==> config.mk <==
export PLATFORM = sky130hd
export DESIGN_NAME = vram_byte_port_ctrl
export DESIGN_NICKNAME = d
export VERILOG_FILES = /design/src/rtl/vram_pkg.sv /design/src/rtl/vram_rsp_fifo.sv /design/src/rtl/vram_byte_port_ctrl.sv
export SDC_FILE = /design/constraint.sdc
export NUM_CORES = 1
export LEC_CHECK = 0
export CORE_MARGIN = 2
export CORE_UTILIZATION = 42
export DETAILED_ROUTE_END_ITERATION = 8
export PLACE_DENSITY = 0.8
export SETUP_SLACK_MARGIN = 0.15
export SLEW_MARGIN = 10
export SYNTH_ARGS = -nofsm -noshare
export SYNTH_HDL_FRONTEND = slang
export SYNTH_SLANG_ARGS = --single-unit
==> constraint.sdc <==
create_clock -name clk -period 3.1 [get_ports clk]
set_clock_uncertainty 0.2 [all_clocks]
set_input_delay 0.93 -clock clk [delete_from_list [all_inputs] [get_ports clk]]
set_output_delay 0.93 -clock clk [all_outputs]
set_load 0.005 [all_outputs]
==> src/rtl/vram_pkg.sv <==
// rtl/vram_pkg.sv - shared constants, stage type and lane helpers for the VRAM byte port
package vram_pkg;

  localparam int VRAM_NB_COL     = 4;
  localparam int VRAM_COL_WIDTH  = 8;
  localparam int VRAM_WADDR_W    = 15;
  localparam int VRAM_RD_LATENCY = 2;
  localparam int VRAM_RSP_DEPTH  = 3;

  function automatic int clog2(input int value);
    int r;
    r = 0;
    for (int i = 0; i < 31; i++) begin
      if ((1 << i) < value) r = i + 1;
    end
    return r;
  endfunction

  // Helpers operate on the widest supported word; callers size-cast results down.
  localparam int VRAM_MAX_COLS   = 16;
  localparam int VRAM_MAX_COL_W  = 32;
  localparam int VRAM_MAX_BUS_W  = VRAM_MAX_COLS * VRAM_MAX_COL_W;
  localparam int VRAM_BUS_IDX_W  = clog2(VRAM_MAX_BUS_W);
  localparam int VRAM_COL_IDX_W  = clog2(VRAM_MAX_COL_W);

  typedef logic [VRAM_MAX_BUS_W-1:0] vram_bus_t;
  typedef logic [VRAM_MAX_COL_W-1:0] vram_col_t;
  typedef logic [VRAM_MAX_COLS-1:0]  vram_be_t;
  typedef logic [3:0]                vram_lane_t;

  typedef struct packed {
    logic       valid;
    vram_lane_t lane;
  } vram_rd_stage_t;

  function automatic vram_be_t lane_onehot(input vram_lane_t lane);
    vram_be_t r;
    r       = '0;
    r[lane] = 1'b1;
    return r;
  endfunction

  function automatic vram_bus_t lane_replicate(input vram_col_t col, input int col_w, input int nb);
    vram_bus_t r;
    for (int b = 0; b < VRAM_MAX_BUS_W; b++) begin
      r[b] = (b < col_w * nb) ? col[VRAM_COL_IDX_W'(b % col_w)] : 1'b0;
    end
    return r;
  endfunction

  function automatic vram_col_t lane_select(input vram_bus_t bus, input vram_lane_t lane, input int col_w);
    vram_col_t r;
    int        base;
    base = int'(lane) * col_w;
    for (int b = 0; b < VRAM_MAX_COL_W; b++) begin
      r[b] = (b < col_w) ? bus[VRAM_BUS_IDX_W'(base + b)] : 1'b0;
    end
    return r;
  endfunction

endpackage

==> src/rtl/vram_rsp_fifo.sv <==
// rtl/vram_rsp_fifo.sv - first-word-fall-through response FIFO, pointers wrap modulo DEPTH
module vram_rsp_fifo
  import vram_pkg::*;
#(
  parameter int  COL_WIDTH = VRAM_COL_WIDTH,
  parameter int  DEPTH     = VRAM_RSP_DEPTH,
  localparam int PTR_W     = (DEPTH > 1) ? clog2(DEPTH) : 1,
  localparam int CNT_W     = clog2(DEPTH + 1)
) (
  input  logic                 clk,
  input  logic                 rst_n,
  input  logic                 push,
  input  logic [COL_WIDTH-1:0] push_data,
  input  logic                 pop,
  output logic [COL_WIDTH-1:0] pop_data,
  output logic                 full,
  output logic                 empty,
  output logic [CNT_W-1:0]     count
);

  logic [COL_WIDTH-1:0] mem_q [DEPTH];
  logic [COL_WIDTH-1:0] mem_d [DEPTH];
  logic [PTR_W-1:0]     wr_ptr_q, wr_ptr_d;
  logic [PTR_W-1:0]     rd_ptr_q, rd_ptr_d;
  logic [CNT_W-1:0]     count_q, count_d;
  logic                 do_push, do_pop;

  function automatic logic [PTR_W-1:0] ptr_inc(input logic [PTR_W-1:0] p);
    return (p == PTR_W'(DEPTH - 1)) ? '0 : p + PTR_W'(1);
  endfunction

  always_comb begin
    empty   = (count_q == '0);
    full    = (count_q == CNT_W'(DEPTH));
    do_pop  = pop && !empty;
    // A push into a full FIFO is only taken when the head leaves in the same cycle.
    do_push = push && (!full || do_pop);

    wr_ptr_d = do_push ? ptr_inc(wr_ptr_q) : wr_ptr_q;
    rd_ptr_d = do_pop  ? ptr_inc(rd_ptr_q) : rd_ptr_q;

    count_d = count_q;
    if (do_push && !do_pop) count_d = count_q + CNT_W'(1);
    if (!do_push && do_pop) count_d = count_q - CNT_W'(1);

    mem_d = mem_q;
    if (do_push) mem_d[wr_ptr_q] = push_data;

    pop_data = empty ? '0 : mem_q[rd_ptr_q];
    count    = count_q;
  end

  always_ff @(posedge clk) begin
    if (!rst_n) begin
      wr_ptr_q <= '0;
      rd_ptr_q <= '0;
      count_q  <= '0;
    end else begin
      wr_ptr_q <= wr_ptr_d;
      rd_ptr_q <= rd_ptr_d;
      count_q  <= count_d;
    end
  end

  always_ff @(posedge clk) begin
    mem_q <= mem_d;
  end

endmodule

==> src/rtl/vram_byte_port_ctrl.sv <==
// rtl/vram_byte_port_ctrl.sv - byte request sequencer driving a write-first byte-write VRAM port
module vram_byte_port_ctrl
  import vram_pkg::*;
#(
  parameter int NB_COL     = VRAM_NB_COL,
  parameter int COL_WIDTH  = VRAM_COL_WIDTH,
  parameter int WADDR_W    = VRAM_WADDR_W,
  parameter int RD_LATENCY = VRAM_RD_LATENCY,
  parameter int RSP_DEPTH  = VRAM_RSP_DEPTH
) (
  input  logic                                  clk,
  input  logic                                  rst_n,
  input  logic                                  req_valid,
  output logic                                  req_ready,
  input  logic                                  req_write,
  input  logic [WADDR_W+clog2(NB_COL)-1:0]      req_addr,
  input  logic [COL_WIDTH-1:0]                  req_wdata,
  output logic                                  rsp_valid,
  input  logic                                  rsp_ready,
  output logic [COL_WIDTH-1:0]                  rsp_rdata,
  output logic [WADDR_W-1:0]                    ram_addr,
  output logic [NB_COL*COL_WIDTH-1:0]           ram_din,
  output logic [NB_COL-1:0]                     ram_we,
  input  logic [NB_COL*COL_WIDTH-1:0]           ram_dout,
  output logic                                  busy
);

  localparam int LANE_W = clog2(NB_COL);
  localparam int DATA_W = NB_COL * COL_WIDTH;
  localparam int CNT_W  = clog2(RSP_DEPTH + 1);
  localparam int OUT_W  = clog2(RSP_DEPTH + RD_LATENCY + 1);

  logic [WADDR_W-1:0]   req_word;
  logic [LANE_W-1:0]    req_lane;
  logic                 accept;
  logic [OUT_W-1:0]     outstanding;
  logic                 any_inflight;
  vram_rd_stage_t       pipe_q [RD_LATENCY];
  vram_rd_stage_t       pipe_d [RD_LATENCY];
  logic [WADDR_W-1:0]   addr_q, addr_d;

  logic                 fifo_push, fifo_pop, fifo_full, fifo_empty;
  logic [COL_WIDTH-1:0] fifo_push_data;
  logic [COL_WIDTH-1:0] fifo_pop_data;
  logic [CNT_W-1:0]     fifo_count;

  always_comb begin
    req_word = req_addr[WADDR_W+LANE_W-1:LANE_W];
    req_lane = req_addr[LANE_W-1:0];

    // Credits come only from registered state, so a pop frees its slot one cycle later.
    outstanding  = OUT_W'(fifo_count);
    any_inflight = 1'b0;
    for (int i = 0; i < RD_LATENCY; i++) begin
      outstanding  = outstanding + OUT_W'(pipe_q[i].valid);
      any_inflight = any_inflight | pipe_q[i].valid;
    end
    req_ready = !fifo_full && (outstanding < OUT_W'(RSP_DEPTH));
    accept    = req_valid && req_ready;

    pipe_d[0].valid = accept && !req_write;
    pipe_d[0].lane  = vram_lane_t'(req_lane);
    for (int i = 1; i < RD_LATENCY; i++) begin
      pipe_d[i] = pipe_q[i-1];
    end

    addr_d = accept ? req_word : addr_q;
  end

  always_ff @(posedge clk) begin
    if (!rst_n) begin
      for (int i = 0; i < RD_LATENCY; i++) begin
        pipe_q[i] <= '0;
      end
      addr_q <= '0;
    end else begin
      pipe_q <= pipe_d;
      addr_q <= addr_d;
    end
  end

  assign ram_addr = addr_d;
  assign ram_din  = DATA_W'(lane_replicate(vram_col_t'(req_wdata), COL_WIDTH, NB_COL));
  assign ram_we   = (accept && req_write && rst_n) ? NB_COL'(lane_onehot(vram_lane_t'(req_lane))) : '0;

  // The last stage lines up with the RAM's registered read data.
  assign fifo_push      = pipe_q[RD_LATENCY-1].valid;
  assign fifo_push_data = COL_WIDTH'(lane_select(vram_bus_t'(ram_dout), pipe_q[RD_LATENCY-1].lane, COL_WIDTH));
  assign fifo_pop       = rsp_valid && rsp_ready;

  vram_rsp_fifo #(
    .COL_WIDTH (COL_WIDTH),
    .DEPTH     (RSP_DEPTH)
  ) u_rsp_fifo (
    .clk       (clk),
    .rst_n     (rst_n),
    .push      (fifo_push),
    .push_data (fifo_push_data),
    .pop       (fifo_pop),
    .pop_data  (fifo_pop_data),
    .full      (fifo_full),
    .empty     (fifo_empty),
    .count     (fifo_count)
  );

  assign rsp_valid = !fifo_empty;
  assign rsp_rdata = fifo_pop_data;
  assign busy      = any_inflight || !fifo_empty;

endmodule
==> flow_metrics.env, run 1 <==
export IMPL_crit_path_slowest_cell="sky130_fd_sc_hd__fa_2"
export IMPL_mappedNetlistArea_mm2=0.00281
export IMPL_clk_path_buf_depth=2
export IMPL_hold_path_depth=1
export IMPL_power_ir_vdd_worst_uv=245
export IMPL_std_cell_rows=29
export IMPL_gp_congestion=0.710
export IMPL_ys_async_sr_fraction_pct=0
export IMPL_hp_start="pipe_d[1]$_SDFF_PN0_"
export IMPL_synth_sequential_area_ratio_pct=44.8
export IMPL_synth_top_flop_cell="sky130_fd_sc_hd__dfxtp_1"
export IMPL_final_antenna_violating_net_count=0
export IMPL_ys_types=34
export IMPL_hold_violations=0
export IMPL_cells_along_the_critical_path="fa_2 -> ha_4 -> a221oi_4 -> nand2_4 -> buf_6 -> buf_16 -> mux2_4 -> buf_6"
export IMPL_clock_insertion_delay_worst_skew_ps=300
export IMPL_outcome="finished, violations left"
export IMPL_drv_slew=0
export IMPL_final_hold_worst_slack_ps=239
export IMPL_setup_reg_to_reg_worst_slack_ps=670
export IMPL_holdPathEnd="pipe_q[1]$_SDFF_PN0_"
export IMPL_wire_per_inst_um=14.3
export IMPL_htree_levels=2
export IMPL_failed_checks="DRC, setup timing"
export IMPL_i_o_pins=124
export IMPL_grt_start_max_net_pins=32
export IMPL_startpoint_type="flop"
export IMPL_mostFrequentLayoutCell="sky130_fd_sc_hd__clkdlybuf4s50_1"
export IMPL_tritoncts="yes"
export IMPL_clock_root_buffer="sky130_fd_sc_hd__clkbuf_8"
export IMPL_timing_final_ws_setup_ps=-415
export IMPL_power_mw=1.46
export IMPL_syn_avg_cell_area_um2=11.3
export IMPL_busiest_layer="met2"
export IMPL_groute_layer_met2_usage_pct=29.8
export IMPL_placeableCoreArea_mm2=0.00642
export IMPL_syn_nets=313
export IMPL_power_static_leakage_nw=1.66
export IMPL_cp_arrival_ps=2390
export IMPL_detailedRoute_firstPassIterationCount=6
export IMPL_syn2layout_area_growth_pct=39.5
export IMPL_crit_top_cell="sky130_fd_sc_hd__buf_6"
export IMPL_synth_seq_cells=51
export IMPL_timing_critical_path_required_ps=1970
export IMPL_antenna_diodes=0
export IMPL_wirelength_um=5860
export IMPL_floorplan_die_height_um=85.8
export IMPL_crit_path_max_incr_delay_ps=400
export IMPL_hpwl_after_dpl_um=4290
export IMPL_tritoncts_num_buffers=5
export IMPL_drtIter0Drc=67
export IMPL_ys_warnings_count=0
export IMPL_drive_above_1_share_pct=33.8
export IMPL_pre_cts_slack_ps=-468
export IMPL_timing_critical_path_to_type="primary output"
export IMPL_crit_reg2reg_capture="addr_q[13]$_SDFF_PN0_"
export IMPL_port_buffer_cells=83
export IMPL_grt_remaining_overflow=0
export IMPL_syn_instance_count=248
export IMPL_drt_vias_per_instance=4.99
export IMPL_setup_viol=19
export IMPL_timing_worst_slew_pin_value_ps=511
export IMPL_worstPathMaxFanout=10
export IMPL_max_cap_violations=0
export IMPL_share_of_the_clock_period_used_by_the_worst_path_pct=113
export IMPL_grt_met1_usage_pct=19.4
export IMPL_max_slew_margin_rel_pct=65.9
export IMPL_timing_worst_setup_path_type="reg -> out"
export IMPL_first_global_vias=2112
export IMPL_wire_length_of_the_first_global_routing_pass_um=9600
export IMPL_clkTransAtPathRegs_ps=90
export IMPL_fillCellCount=510
export IMPL_vias=2052
export IMPL_grt_use_met3_pct=1.92
export IMPL_number_of_antenna_violations_at_the_first_check_in_global_routing=0
export IMPL_layout_cells_most_common_list="sky130_fd_sc_hd__clkdlybuf4s50_1 (54), sky130_fd_sc_hd__nand2_1 (45), sky130_fd_sc_hd__buf_4 (34), sky130_fd_sc_hd__mux2i_1 (25)"
export IMPL_power_density_mw_per_mm2=372
export IMPL_fin_tns_setup_ps=-7010
export IMPL_r2r_start="pipe_d[4]$_SDFF_PN0_"
export IMPL_grt_setup_unrepaired="true"
export IMPL_start_util_pct=43.8
export IMPL_fin_util_pct=61.1
export IMPL_synth_enable_flop_cells=24
export IMPL_clock_fmax_mhz=284
export IMPL_design_final_nets=398
export IMPL_drc=10
export IMPL_die_w_um=85.8
export IMPL_rr_worst_depth=8
export IMPL_cts_num_sinks=51
export IMPL_grt_util_all_layers_pct=16.4
export IMPL_hp_class="reg -> reg"
export IMPL_total_die_area_mm2=0.00737
export IMPL_min_period_ps=3520
## power breakdown
| group | internal [mW] | switching, mW |
|---|---|---|
| Combinational | 0.229 | 0.127 |
| Sequential | 0.729 | 0.0157 |
| Clock | 0.159 | 0.200 |
## synth_stat cells, types with 2 or more instances
cell | instances | area [um^2]
sky130_fd_sc_hd__dfxtp_1 | 27 | 541
sky130_fd_sc_hd__mux2_4 | 15 | 225
sky130_fd_sc_hd__mux4_2 | 8 | 180
sky130_fd_sc_hd__buf_6 | 4 | 45.0
sky130_fd_sc_hd__buf_1 | 2 | 7.51
sky130_fd_sc_hd__clkbuf_1 | 6 | 22.5
sky130_fd_sc_hd__nand2b_1 | 3 | 18.8
sky130_fd_sc_hd__ha_1 | 2 | 25.0
sky130_fd_sc_hd__buf_4 | 32 | 240
sky130_fd_sc_hd__a21oi_1 | 8 | 40.0
sky130_fd_sc_hd__edfxtp_1 | 24 | 721
sky130_fd_sc_hd__o21ai_0 | 3 | 15.0
sky130_fd_sc_hd__nand2_1 | 45 | 169
sky130_fd_sc_hd__buf_2 | 2 | 10.0
sky130_fd_sc_hd__xnor2_1 | 2 | 17.5
sky130_fd_sc_hd__and2_1 | 6 | 37.5
sky130_fd_sc_hd__or2_2 | 9 | 56.3
sky130_fd_sc_hd__mux2i_1 | 25 | 250
sky130_fd_sc_hd__nor3_1 | 5 | 25.0
sky130_fd_sc_hd__or3_1 | 2 | 12.5
sky130_fd_sc_hd__nor3b_1 | 3 | 22.5
sky130_fd_sc_hd__inv_1 | 3 | 11.3
## metrics by stage
step / cell area [um^2] / instances
2_1_floorplan: 2830 / 248
3_3_place_gp: 3660 / 393
3_5_place_dp: 3660 / 393
4_1_cts: 3900 / 411
5_1_grt: 3920 / 411
6_report: 3920 / 411
## worst max-delay path by stage
stage,to,cells after the start,slack (ps),from
floorplan,ram_addr[0],6,160,pipe_d[4]$_SDFF_PN0_
global placement,ram_addr[3],5,-430,req_valid
detailed placement,ram_addr[10],5,-470,req_valid
CTS,ram_addr[10],8,-480,u_rsp_fifo.count[0]$_SDFFE_PN0P_
global route,ram_addr[11],8,-490,pipe_d[4]$_SDFF_PN0_
finish,ram_addr[11],8,-420,pipe_d[4]$_SDFF_PN0_
## timing repair
item,4_1_cts,5_1_grt
setup endpoints to repair,28,22
gates cloned,2,0
hold buffers,0,0
resized for setup,116,9
setup buffers,8,0
pin swaps,6,5
## routing by layer
metal,share of wire [%],vias up
met1,41,986
met3,3.1,9
met5,0,-
li1,-,992
met2,54,65
met4,1.7,0
## critical path, delay by kind of cell (launching register included)
family | cells | cell delay [ps]
compound gates | 1 | 290
fa+ha+maj | 2 | 630
buf+inv | 3 | 400
flops | 1 | 340
mux | 1 | 310
simple gates | 1 | 120
## state kept, by name, indices dropped and copies added (netlist names)
register and cells:
addr_q 15, fifo_push 1, pipe_d 3, pipe_q 2
u_rsp_fifo.count 2, u_rsp_fifo.mem_q 24, u_rsp_fifo.rd_ptr_q 2, u_rsp_fifo.wr_ptr_q 2
## kinds of logic after synthesis
family	count (synthesis)	share of synthesized area, %
fa+ha+maj	3	1.60
mux	48	23.3
simple gates	79	13.4
buf+inv	50	12.7
compound gates	15	3.56
xor+xnor	2	0.623
flops	51	44.8
## layout make-up
| type | count | area [um^2] | share of cell area (%) |
|---|---|---|---|
| well taps | 77 | 96.3 | 2.46 |
| multi-input cells | 147 | 1250 | 31.9 |
| clock inverters | 1 | 5.00 | 0.128 |
| clock buffers | 7 | 76.3 | 1.95 |
| repair buffers | 125 | 1220 | 31.0 |
| flip-flops and latches | 51 | 1270 | 32.3 |
| inverters | 3 | 11.3 | 0.287 |
Note: power is estimated with default switching activity, not from simulation.
==> inputs of run 2 (changes only) <==
==> constraint.sdc (replaced) <==
create_clock -name clk -period 4 [get_ports clk]
set_clock_uncertainty 0.2 [all_clocks]
set_input_delay 1.2 -clock clk [delete_from_list [all_inputs] [get_ports clk]]
set_output_delay 1.2 -clock clk [all_outputs]
set_load 0.005 [all_outputs]
==> run 2 against run 1 <==
The run ends with DRC left. Routed wire length shrank 3.8%. Sequential share of layout area rose by 3.2 points. Combinational power shrank 36%. Critical path type unchanged.
==> flow_metrics.env, run 2 (synthesis results as in run 1) <==
export IMPL_share_of_the_clock_period_used_by_the_worst_path_pct=96.5
export IMPL_design_final_nets=368
export IMPL_drt_vias_per_instance=4.96
export IMPL_std_cell_rows=29
export IMPL_drive_above_1_share_pct=25.0
export IMPL_gp_congestion=0.721
export IMPL_grt_start_max_net_pins=42
export IMPL_tritoncts_num_buffers=5
export IMPL_clock_fmax_mhz=259
export IMPL_mostFrequentLayoutCell="sky130_fd_sc_hd__clkdlybuf4s50_1"
export IMPL_clkTransAtPathRegs_ps=100
export IMPL_vias=1890
export IMPL_power_density_mw_per_mm2=313
export IMPL_cts_num_sinks=51
export IMPL_port_buffer_cells=83
export IMPL_wire_length_of_the_first_global_routing_pass_um=8710
export IMPL_min_period_ps=3860
export IMPL_startpoint_type="flop"
export IMPL_clk_path_buf_depth=2
export IMPL_hp_class="reg -> reg"
export IMPL_syn2layout_area_growth_pct=26.5
export IMPL_grt_util_all_layers_pct=15.2
export IMPL_placeableCoreArea_mm2=0.00642
export IMPL_power_ir_vdd_worst_uv=141
export IMPL_tritoncts="yes"
export IMPL_max_flop_register="u_rsp_fifo.mem_q"
export IMPL_power_static_leakage_nw=1.40
export IMPL_detailedRoute_firstPassIterationCount=7
export IMPL_htree_levels=2
export IMPL_timing_critical_path_to_type="primary output"
export IMPL_clock_root_buffer="sky130_fd_sc_hd__clkbuf_8"
export IMPL_total_die_area_mm2=0.00737
export IMPL_number_of_flip_flops_in_the_largest_register=24
export IMPL_timing_critical_path_required_ps=2600
export IMPL_final_antenna_violating_net_count=0
export IMPL_hpwl_after_dpl_um=4040
export IMPL_timing_worst_slew_pin_value_ps=882
export IMPL_number_of_antenna_violations_at_the_first_check_in_global_routing=0
export IMPL_grt_setup_unrepaired="true"
export IMPL_setup_viol=0
export IMPL_max_slew_margin_rel_pct=41.2
export IMPL_worstPathMaxFanout=8
export IMPL_grt_remaining_overflow=0
export IMPL_i_o_pins=124
export IMPL_clock_insertion_delay_worst_skew_ps=300
export IMPL_cp_arrival_ps=2460
export IMPL_failed_checks="DRC"
export IMPL_cpLargestDelayFamily="adder cells"
export IMPL_first_global_vias=1935
export IMPL_wire_per_inst_um=14.8
export IMPL_drv_slew=0
export IMPL_timing_worst_setup_path_type="reg -> out"
export IMPL_floorplan_die_height_um=85.8
export IMPL_hold_violations=0
export IMPL_die_w_um=85.8
export IMPL_crit_path_slowest_cell="sky130_fd_sc_hd__fa_2"
export IMPL_wirelength_um=5640
export IMPL_fin_util_pct=55.4
export IMPL_layout_cells_most_common_list="sky130_fd_sc_hd__clkdlybuf4s50_1 (63), sky130_fd_sc_hd__nand2_1 (45), sky130_fd_sc_hd__mux2i_1 (25), sky130_fd_sc_hd__dfxtp_1 (24), sky130_fd_sc_hd__edfxtp_1 (24)"
export IMPL_start_util_pct=43.8
export IMPL_drtIter0Drc=73
export IMPL_fin_tns_setup_ps=0
export IMPL_outcome="finished, violations left"
export IMPL_critical_path_buf_inv_count=3
export IMPL_cells_along_the_critical_path="fa_2 -> ha_4 -> a221oi_4 -> nand2_2 -> buf_12 -> buf_8 -> mux2_4 -> clkbuf_2"
export IMPL_drc=12
export IMPL_crit_path_max_incr_delay_ps=410
export IMPL_antenna_diodes=0
export IMPL_max_cap_violations=0
run 2: cell types whose count changed in the layout (fill, tap and decap cells not counted), moves of 4 or more:
cell	change
sky130_fd_sc_hd__buf_2	-5
sky130_fd_sc_hd__buf_4	-26
sky130_fd_sc_hd__buf_6	-18
sky130_fd_sc_hd__clkbuf_2	+16
sky130_fd_sc_hd__clkdlybuf4s50_1	+9
sky130_fd_sc_hd__dlygate4sd2_1	-5
sky130_fd_sc_hd__nor3_1	+4
run 2: final cells by class:
cell class | instances | area [um^2]
clock buffer | 5 | 68.8
tap | 77 | 96.3
clock inverter | 3 | 27.5
timing repair buffer | 95 | 880
inverter | 3 | 11.3
multi-input combinational | 147 | 1210
fill | 552 | 2860
sequential | 51 | 1260
run 2: stage by stage:
| stage | total power, mW | cells | hold WS (ps) | setup WS (ps) | cell area (um^2) |
|---|---|---|---|---|---|
| floorplan | 0.733 | 248 | 212 | 715 | 2810 |
| global placement | 0.820 | 368 | 214 | -76.8 | 3460 |
| detailed placement | 0.825 | 368 | 223 | -89.6 | 3460 |
| CTS | 1.13 | 379 | 256 | 71.8 | 3600 |
| global route | 1.16 | 381 | 273 | 40.7 | 3560 |
| finish | 1.11 | 381 | 249 | 140 | 3560 |
run 2: report_power, final:
| part | internal [mW] | switching, mW |
|---|---|---|
| clock | 0.129 | 0.176 |
| sequential | 0.566 | 0.0158 |
| combinational | 0.145 | 0.0824 |
run 2: what timing repair did:
action | in CTS | in global routing
cloned | 1 | 1
setup endpoints to repair | 19 | 18
pin swaps | 3 | 4
buffers inserted | 2 | 1
hold buffers | 0 | 0
resized for setup | 27 | 36
run 2: final timing paths:
check                       startpoint                    to  slack [ps]  depth (start not counted)
setup / recovery  pipe_d[4]$_SDFF_PN0_           ram_addr[0]         140                          8
hold / removal    pipe_d[0]$_SDFF_PN0_  pipe_q[0]$_SDFF_PN0_         250                          1
setup reg to reg  pipe_d[4]$_SDFF_PN0_  addr_q[8]$_SDFF_PN0_        1230                          7
hold reg to reg   pipe_d[0]$_SDFF_PN0_  pipe_q[0]$_SDFF_PN0_         250                          1
run 2: per-layer routing:
metal	up-vias	track usage, %	routed length [um]
met5	-	0	0
met4	0	4.76	34
met3	4	5.68	527
met2	94	26.3	2830
met1	864	17.4	2250
li1	928	-	-
run 2: worst reg2reg max path, stage by stage (launching register included):
cell and delay (ps):
sky130_fd_sc_hd__dfxtp_2 350, sky130_fd_sc_hd__fa_2 410, sky130_fd_sc_hd__ha_4 260, sky130_fd_sc_hd__a221oi_4 270
sky130_fd_sc_hd__buf_4 150, sky130_fd_sc_hd__buf_4 90, sky130_fd_sc_hd__and2_1 690, sky130_fd_sc_hd__mux2i_1 280
==> inputs of run 3 (changes only) <==
--- a/config.mk
+++ b/config.mk
@@ -10,7 +10,7 @@
 export DETAILED_ROUTE_END_ITERATION = 8
 export PLACE_DENSITY = 0.8
 export SETUP_SLACK_MARGIN = 0.15
-export SLEW_MARGIN = 10
+export SLEW_MARGIN = 30
 export SYNTH_ARGS = -nofsm -noshare
 export SYNTH_HDL_FRONTEND = slang
 export SYNTH_SLANG_ARGS = --single-unit
==> results of run 3 <==
No change in the layout: final DEF, timing and power equal those of run 2.
